## config.mk

```make
export PLATFORM = sky130hd
export DESIGN_NAME = chi_revaluate
export DESIGN_NICKNAME = d
export VERILOG_FILES = /design/src/rtl/keccak_pkg.sv /design/src/rtl/chi_row.sv /design/src/rtl/chi_revaluate.sv
export SDC_FILE = /design/constraint.sdc
export NUM_CORES = 1
export LEC_CHECK = 0
export ABC_AREA = 1
export BUFFER_PORTS_ARGS = -buffer_cell sky130_fd_sc_hd__buf_2
export CORE_MARGIN = 1
export CORE_UTILIZATION = 50
export CTS_CLUSTER_DIAMETER = 120
export DETAILED_ROUTE_END_ITERATION = 12
export PLACE_DENSITY = 0.76
export RECOVER_POWER = 25
export SLEW_MARGIN = 20
export SYNTH_ARGS = -nofsm -noshare
export SYNTH_HDL_FRONTEND = slang
export SYNTH_SLANG_ARGS = --single-unit
```

## constraint.sdc

```tcl
create_clock -name clk -period 1.7 [get_ports clk]
set_input_delay 0.085 -clock clk [delete_from_list [all_inputs] [get_ports clk]]
set_output_delay 0.085 -clock clk [all_outputs]
set_load 0.02 [all_outputs]
```

## src/rtl/keccak_pkg.sv

```systemverilog
// Shared constants and FSM state type for the chi revaluation stage.
package keccak_pkg;

  localparam int unsigned SLICE_W    = 25;
  localparam int unsigned ROW_W      = 5;
  localparam int unsigned NUM_ROWS   = SLICE_W / ROW_W;
  localparam int unsigned NUM_SLICES = 64;
  localparam int unsigned DIM_W      = 6;
  localparam int unsigned ROW_CNT_W  = 3;

  typedef enum logic [2:0] {
    StIdle,
    StWaitIn,
    StRow,
    StEmit,
    StFinish
  } reval_state_e;

endpackage

```

## src/rtl/chi_row.sv

```systemverilog
// Combinational chi on one 5-bit row; the x+1/x+2 neighbours wrap inside the row.
module chi_row
  import keccak_pkg::*;
(
  input  logic [ROW_W-1:0] row_in,
  output logic [ROW_W-1:0] row_out
);

  // out[x] = in[x] ^ (~in[x+1] & in[x+2]), indices modulo the row width
  always_comb begin
    for (int x = 0; x < ROW_W; x++) begin
      row_out[x] = row_in[x] ^ (~row_in[(x + 1) % ROW_W] & row_in[(x + 2) % ROW_W]);
    end
  end

endmodule

```

## src/rtl/chi_revaluate.sv

```systemverilog
// Chi revaluation over a 64-slice round with valid/ready handshakes on both sides.
// Default build computes one row per cycle (5-cycle ROW phase). Defining REVAL_FAST_EN
// computes all rows in one cycle; handshakes and slice sequencing are unchanged.
module chi_revaluate
  import keccak_pkg::*;
(
  input  logic               clk,
  input  logic               rst,
  input  logic               start,
  input  logic [SLICE_W-1:0] slice_in,
  input  logic               in_valid,
  output logic               in_ready,
  output logic [SLICE_W-1:0] slice_out,
  output logic               out_valid,
  input  logic               out_ready,
  output logic [DIM_W-1:0]   reval_dim,
  output logic               reval_done,
  output logic               busy
);

  localparam logic [DIM_W-1:0]     LastDim = DIM_W'(NUM_SLICES - 1);
  localparam logic [ROW_CNT_W-1:0] LastRow = ROW_CNT_W'(NUM_ROWS - 1);

  reval_state_e         state_q;
  logic [SLICE_W-1:0]   in_q;
  logic [SLICE_W-1:0]   out_q;
  logic [ROW_CNT_W-1:0] row_cnt_q;

  assign slice_out = out_q;

`ifdef REVAL_FAST_EN
  logic [SLICE_W-1:0] fast_res;

  for (genvar g = 0; g < NUM_ROWS; g++) begin : g_rows
    chi_row u_chi_row (
      .row_in (in_q[ROW_W*g +: ROW_W]),
      .row_out(fast_res[ROW_W*g +: ROW_W])
    );
  end
`else
  logic [ROW_W-1:0] row_sel;
  logic [ROW_W-1:0] row_res;

  // Pick the latched row addressed by the row counter
  always_comb begin
    row_sel = '0;
    for (int y = 0; y < NUM_ROWS; y++) begin
      if (row_cnt_q == ROW_CNT_W'(y)) row_sel = in_q[ROW_W*y +: ROW_W];
    end
  end

  chi_row u_chi_row (
    .row_in (row_sel),
    .row_out(row_res)
  );
`endif

  // Round sequencing FSM; all handshake/status outputs are registered alongside the state
  always_ff @(posedge clk or negedge rst) begin
    if (!rst) begin
      state_q    <= StIdle;
      in_q       <= '0;
      out_q      <= '0;
      row_cnt_q  <= '0;
      reval_dim  <= '0;
      in_ready   <= 1'b0;
      out_valid  <= 1'b0;
      reval_done <= 1'b0;
      busy       <= 1'b0;
    end else begin
      unique case (state_q)
        StIdle: begin
          if (start) begin
            state_q   <= StWaitIn;
            reval_dim <= '0;
            in_ready  <= 1'b1;
            busy      <= 1'b1;
          end
        end
        StWaitIn: begin
          if (in_valid) begin
            in_q      <= slice_in;
            row_cnt_q <= '0;
            in_ready  <= 1'b0;
            state_q   <= StRow;
          end
        end
        StRow: begin
`ifdef REVAL_FAST_EN
          out_q     <= fast_res;
          out_valid <= 1'b1;
          state_q   <= StEmit;
`else
          for (int y = 0; y < NUM_ROWS; y++) begin
            if (row_cnt_q == ROW_CNT_W'(y)) out_q[ROW_W*y +: ROW_W] <= row_res;
          end
          row_cnt_q <= row_cnt_q + ROW_CNT_W'(1);
          if (row_cnt_q == LastRow) begin
            out_valid <= 1'b1;
            state_q   <= StEmit;
          end
`endif
        end
        StEmit: begin
          if (out_ready) begin
            out_valid <= 1'b0;
            if (reval_dim == LastDim) begin
              reval_done <= 1'b1;
              state_q    <= StFinish;
            end else begin
              reval_dim <= reval_dim + DIM_W'(1);
              in_ready  <= 1'b1;
              state_q   <= StWaitIn;
            end
          end
        end
        StFinish: begin
          reval_done <= 1'b0;
          busy       <= 1'b0;
          state_q    <= StIdle;
        end
        default: begin
          state_q <= StIdle;
        end
      endcase
    end
  end

endmodule
```

=== After elaboration in Yosys (flattened, before gate mapping) ===
Index checks and enable logic that the tools add are counted.

* Latch bits: 0
* Memory bits (writable): 0
* Memories: 0
* Bits of input ports: 30
* Register bits: 66
* ROM bits: 0
* Logic and storage cells: 95

* Muxes and demuxes: 29
* Reductions and logical operators: 21
* $mul: 0
* Equality and inequality tests: 15
* Divide/modulo/power cells: 0
* Bitwise operators: 15
* $add $sub $neg: 2
* Shifts and indexed selects: 0
* $lt $le $gt $ge: 0

{| class="wikitable"
|+ Operators with widths
! kind !! count
|-
| two-way mux 5 bit || 5
|-
| two-way mux 3 bit || 6
|-
| two-way mux 6 bit || 3
|-
| AND reduction 2 bit || 8
|-
| equality test 3 x 2 -> 1 bit, second input constant || 4
|-
| != test 2 bit, second input constant || 6
|-
| one-hot mux 3 bit (4 select lines) || 1
|-
| one-hot mux 6 bit (2 select lines) || 1
|-
| nonzero test 2 bit || 5
|-
| two-way mux 1 bit || 8
|-
| AND reduction 4 bit || 2
|-
| adder 6 x 1 -> 6 bit, second input constant || 1
|-
| equality test 3 x 1 -> 1 bit, second input constant || 2
|-
| equality test 3 bit, second input constant || 2
|-
| equality test 6 bit, second input constant || 1
|-
| logical NOT 3 bit || 2
|-
| one-hot mux 1 bit (2 select lines) || 3
|-
| one-hot mux 3 bit (2 select lines) || 1
|-
| AND reduction 3 bit || 2
|-
| AND 1 bit || 5
|-
| inverter 1 bit || 5
|-
| AND reduction 5 bit || 1
|-
| XOR 1 bit || 5
|-
| adder 3 x 1 -> 3 bit, second input constant || 1
|-
| 2 further kinds || 2
|}

=== Depth between registers and ports, before layout ===
* Depth after elaboration: 9
* Mapped depth: 14
* Gate-level depth less buffers: 14

=== Cells and area by module ===
Synthesis repeated with hierarchy kept, for this count alone.

* Cells, all modules: 348
* Area, all modules: 3284.4 um^2

{| class="wikitable"
|+ By module, submodules not included
! module !! area an instance (um^2) !! instances !! cells an instance
|-
| chi_revaluate || 3184.3 || 1 || 323
|-
| chi_row || 100.1 || 1 || 25
|}

=== Least setup slack after synthesis ===
No wires, ideal clock.

* Kind: register to register
* From: reg row_cnt_q[0]
* To: reg out_q[14] (netlist: slice_out[14])
* Cell stages (with the launch flop): 11
* Path buffers: 0
* Setup time: 118 ps
* Clock period less this slack: 1697 ps
* Data required time: 1582 ps
* Arrival time: 1580 ps
* Slack: 3 ps
* Path through: dfrtp_1 > ha_1 > ha_1 > inv_1 > o21ai_1 > inv_1 > nand2_1 > a21oi_2 > nand3_2 > nand3_1 > nand2_1

* Cells in the longest elaborated chain, start to end: 9

{| class="wikitable"
|+ Ends and longest elaborated chain
! element !! RTL line !! RTL
|-
| start: declaration || chi_revaluate.sv:27 || <nowiki>logic [ROW_CNT_W-1:0] row_cnt_q;</nowiki>
|-
| start signal: assignment || chi_revaluate.sv:97 || <nowiki>row_cnt_q <= row_cnt_q + ROW_CNT_W'(1);</nowiki>
|-
| logical NOT 3 bit || chi_revaluate.sv:48 || <nowiki>if (row_cnt_q == ROW_CNT_W'(y)) row_sel = in_q[ROW_W*y +: ROW_W];</nowiki>
|-
| two-way mux 5 bit (5 in a row) || chi_revaluate.sv:48 ||
|-
| inverter 1 bit || chi_row.sv:12 || <nowiki>row_out[x] = row_in[x] ^ (~row_in[(x + 1) % ROW_W] & row_in[(x + 2) % ROW_W]);</nowiki>
|-
| AND 1 bit || chi_row.sv:12 ||
|-
| XOR 1 bit || chi_row.sv:12 ||
|-
| end signal: indexed assignment || chi_revaluate.sv:95 || <nowiki>if (row_cnt_q == ROW_CNT_W'(y)) out_q[ROW_W*y +: ROW_W] <= row_res;</nowiki>
|-
| end: declaration || chi_revaluate.sv:26 || <nowiki>logic [SLICE_W-1:0] out_q;</nowiki>
|}

Several ways; a longest one is shown, not always the timed one.
A chain may end at the register's enable or synchronous reset.

=== Worst setup path in the final report ===
* From: reg row_cnt_q[1]
* To: reg out_q[16] (netlist: slice_out[16])

The elaborated chain is that of the path after synthesis.

==> metrics list <==
* Total design power: around 9.1 mW
* Maximum clock frequency: between 500 and 600 MHz
- Leakage power summed over all cells: approximately 2.5 nW
- Via count of the first global-routing pass: ~3100
* Setup-failing EPs final: 25
- Summed over all nets, the switching power comes to about 4.3 mW.
- Vias: roughly 3200
* Buffer type at the clock tree root: clkbuf_8
* Number of cells on the worst hold path: 3
- Counting buffers and inverters, the worst setup path is 12 cells deep.
- The worst setup path is captured at a flip-flop.
- Leading cell types in the layout, fill and taps excluded: 173 x nand2_1, 66 x dfrtp_1, 64 x buf_2
- Final setup TNS: -2.28 ns
* Net count after synthesis: about 460
- Fraction of final layout cells sized beyond drive strength 1: 37.2%
- Cell area reported after detailed placement: slightly below 4000 um^2
* Multi-input gate area: 1830 um^2
* Maximum vdd ir drop: roughly 0.96 mV
- Gr ovfl total: 0
- Peak fanout along the critical path: 5
* Clock power frac: between 10% and 20%
- Net switching is a little under half of the power.
- Cells along the critical path: buf_4, ha_4, buf_4, nand3_1, nand2_1, inv_1, nand2_2, a21boi_4, nand2_2, nand2_4, nand3_2, nand2_1
- In the routed layout, each cell is associated on average with a via count of around 5.
- The final reports fail on negative setup slack.
- Result of the run: finished, violations left
- Die span in y: between 80 and 90 um
- The area growth from synthesis to layout is 44.6%.
- Leaving out fill and tap cells, the most frequent cell in the layout is nand2_1.
- In the final design database the tool counted 580 nets.
* Count of input and output buffers: 64
- Initial antenna violation count: 0
- Headroom to the max-slew limit came out at approximately two fifths.
- DPL Wire Length: between 5000 and 6000 um
- The die covers just under 7000 um^2.
* Floorplan die width: approximately 83 um
- The number of cells on the worst reg-to-reg path is 12.
- Leaving out filler cells and counting taps, the final layout contains approximately 630.
- In this design, the largest share of critical-path delay is due to simple AND/OR/NAND/NOR gates.
* Fill cell total of the finished layout: roughly 440
* Antenna Cells: 0
- Detailed routing placed a total of ~320 um of wire on met3.
* Startpoint type of the worst setup path: flip-flop
- First drt pass iteration count: 4
- After layout, the worst setup slack is -0.114 ns.
- For this block, the initial DRC count from the detailed router was 131.
* Transition time at the pin with the least slew margin: ~0.88 ns
- For this run, the number of Yosys warnings is 0.
* Clock-pin slew on the worst setup and hold paths: 0.08 ns
- Final max-slew violation count: 0
- After detailed routing, the number of remaining DRC violations is 0.
- Per-instance average area after synthesis: between 7 and 8 um^2
* Sequential element share of the synthesized area: just over 50%
- Total global-route track usage: approximately 26%
- Count of buffer and inverter cells on the critical path: 3
* Number of max-capacitance violations reported: 0
- For this block, the routed nets add up to roughly 8500 um of wire.
- Setup repair after global routing missed its margin: yes
- Share of power burned in combinational logic: around 56%
* Clock period minus final worst setup slack: about 1.8 ns
* Final Cycle Share: 107%
- Internal power component: approximately 4.8 mW
- No sink is reached through more buffers than the 2 on the longest clock path.
- At the worst endpoint, the arrival time is 2.10 ns.
- Length of routed met2 wiring: between 4000 and 5000 um
- Clock skew on the completed layout was measured at 0.00940 ns.
- Maximum cell stage delay along the critical path: around 0.41 ns
- The min-delay analysis places its worst path in the category in -> reg.
* Wire length on met1: 3690 um
- Post-place setup slack: -0.246 ns
- For this design, the sink count on the clock tree is 66.
- Of the total power, registers draw around 28%.
* Required time at the endpoint of the critical path: 1.99 ns
* Gate count of the mapped netlist: between 400 and 500
- 65 I/O pins were placed.
* Clock Latency Late Sink: around 0.35 ns
* Total instance count after detailed placement: ~580
- In this run the power density over the cells is 1910 nW/um^2.
* Sequential cell area in the final layout: approximately 1700 um^2
- Crit-path slowest cell: dfrtp_1
- The initial utilization of the core area, before any placement, comes to about half.
* Number of register bits inferred by synthesis: 66
- Summing every instance area after synthesis gives around 3300 um^2.
- CTS built an H-tree with a depth of 3.
- The first global-routing pass estimated between 10000 and 15000 um of wire.
- WHS: between 0.015 and 0.02 ns
* Highest metal layer used by the detailed router: met4
- Utilization after layout: 74.8%
* Wirelength per Cell: roughly 14 um
- The core region is 6350 um^2.
- Final instance area: around 4700 um^2
- After floorplanning, the core was divided into 29 placement rows.
* Largest net degree at the start of global routing: between 60 and 70
- The number of hold violations in the final report came to 0.
- Clock tree synthesis inserted a total of 9 buffers.
* Final Wtd Congestion: around 0.86
- The number of different library cells used by synthesis comes to 31.
- Clock tree from TritonCTS: yes
- Category of the critical setup timing path: reg -> reg
* Final antenna-violating net count: 0
power groups by stage:
stage	Clock (mW)	Combinational, mW	Sequential, mW
after floorplan	0	2.25	2.85
after global placement	0	3.60	2.56
after detailed placement	0	3.70	2.59
after CTS	1.48	4.64	2.57
after global routing	1.54	5.52	2.64
final	1.45	5.05	2.57
tightest hold or removal path, cell delays in order:
cell and delay, ns:
buf_2 0.09, a31oi_1 0.08, nor2_1 0.08
routing by layer:
layer	vias to the layer above	track usage (%)
li1	1566	-
met1	1528	32.7
met2	73	43.4
met3	14	5.96
met4	0	10.0
met5	-	0
worst paths after layout:
path	startpoint	to	slack, ns
setup / recovery	row_cnt_q[1]	slice_out[16]	-0.11
hold / removal	start	busy	0.02
setup reg to reg	row_cnt_q[1]	slice_out[16]	-0.11
hold reg to reg	slice_out[8]	slice_out[8]	0.47
max in group asynchronous	rst	in_q[2]	0.64
min in group asynchronous	rst	reval_dim[3]	0.50
flip-flops by register name, indices dropped and copies added, names as in the netlist:
register	cells
slice_out	25
reval_dim	6
in_q	25
busy	1
state_q	3
in_ready	1
out_valid	1
reval_done	1
row_cnt_q	3
cell usage after synthesis (all sizes together):
library cell	number	share of area, %
xor2	2	0.53
buf	3	0.53
o21a	1	0.23
o22ai	1	0.19
inv	44	5.1
nor2	22	3.1
o31ai	3	0.69
a31oi	1	0.19
or2	3	0.57
o21ai	16	2.4
a21oi	6	1.4
nor3	2	0.80
nand4	1	0.19
a21boi	1	0.34
nand3	41	7.0
dfrtp	66	50
nand2	199	24
clkbuf	2	0.23
ha	6	2.3
o21bai	1	0.34
area by class of cell:
cell class | count | share of cell area (%)
Timing Repair Buffer | 116 | 16.4
Sequential cell | 66 | 34.8
Clock buffer | 9 | 2.61
Multi-Input combinational cell | 307 | 38.6
Tap cell | 77 | 2.03
Clock inverter | 7 | 1.98
Inverter | 44 | 3.61
kinds of logic (layout without fill, tap and decap cells):
group | after synthesis | count (layout) | share of synthesized area [%]
AO/OA/AOI/OAI | 30 | 31 | 5.79
XOR/XNOR | 2 | 2 | 0.533
adder cells (fa/ha/maj) | 6 | 6 | 2.28
buffers and inverters | 49 | 176 | 5.86
flip-flops | 66 | 66 | 50.3
AND/OR/NAND/NOR | 268 | 268 | 35.3
what timing repair did:
item / 4_1_cts / 5_1_grt
hold buffers: 26 / 0
endpoints found under the setup margin: 31 / 35
endpoints found under the hold margin: 91 / 0
resized for setup: 69 / 21
setup buffers: 2 / 3
pin swaps: 30 / 25
cloned: 0 / 1
Power figures use the tool's default switching activity.
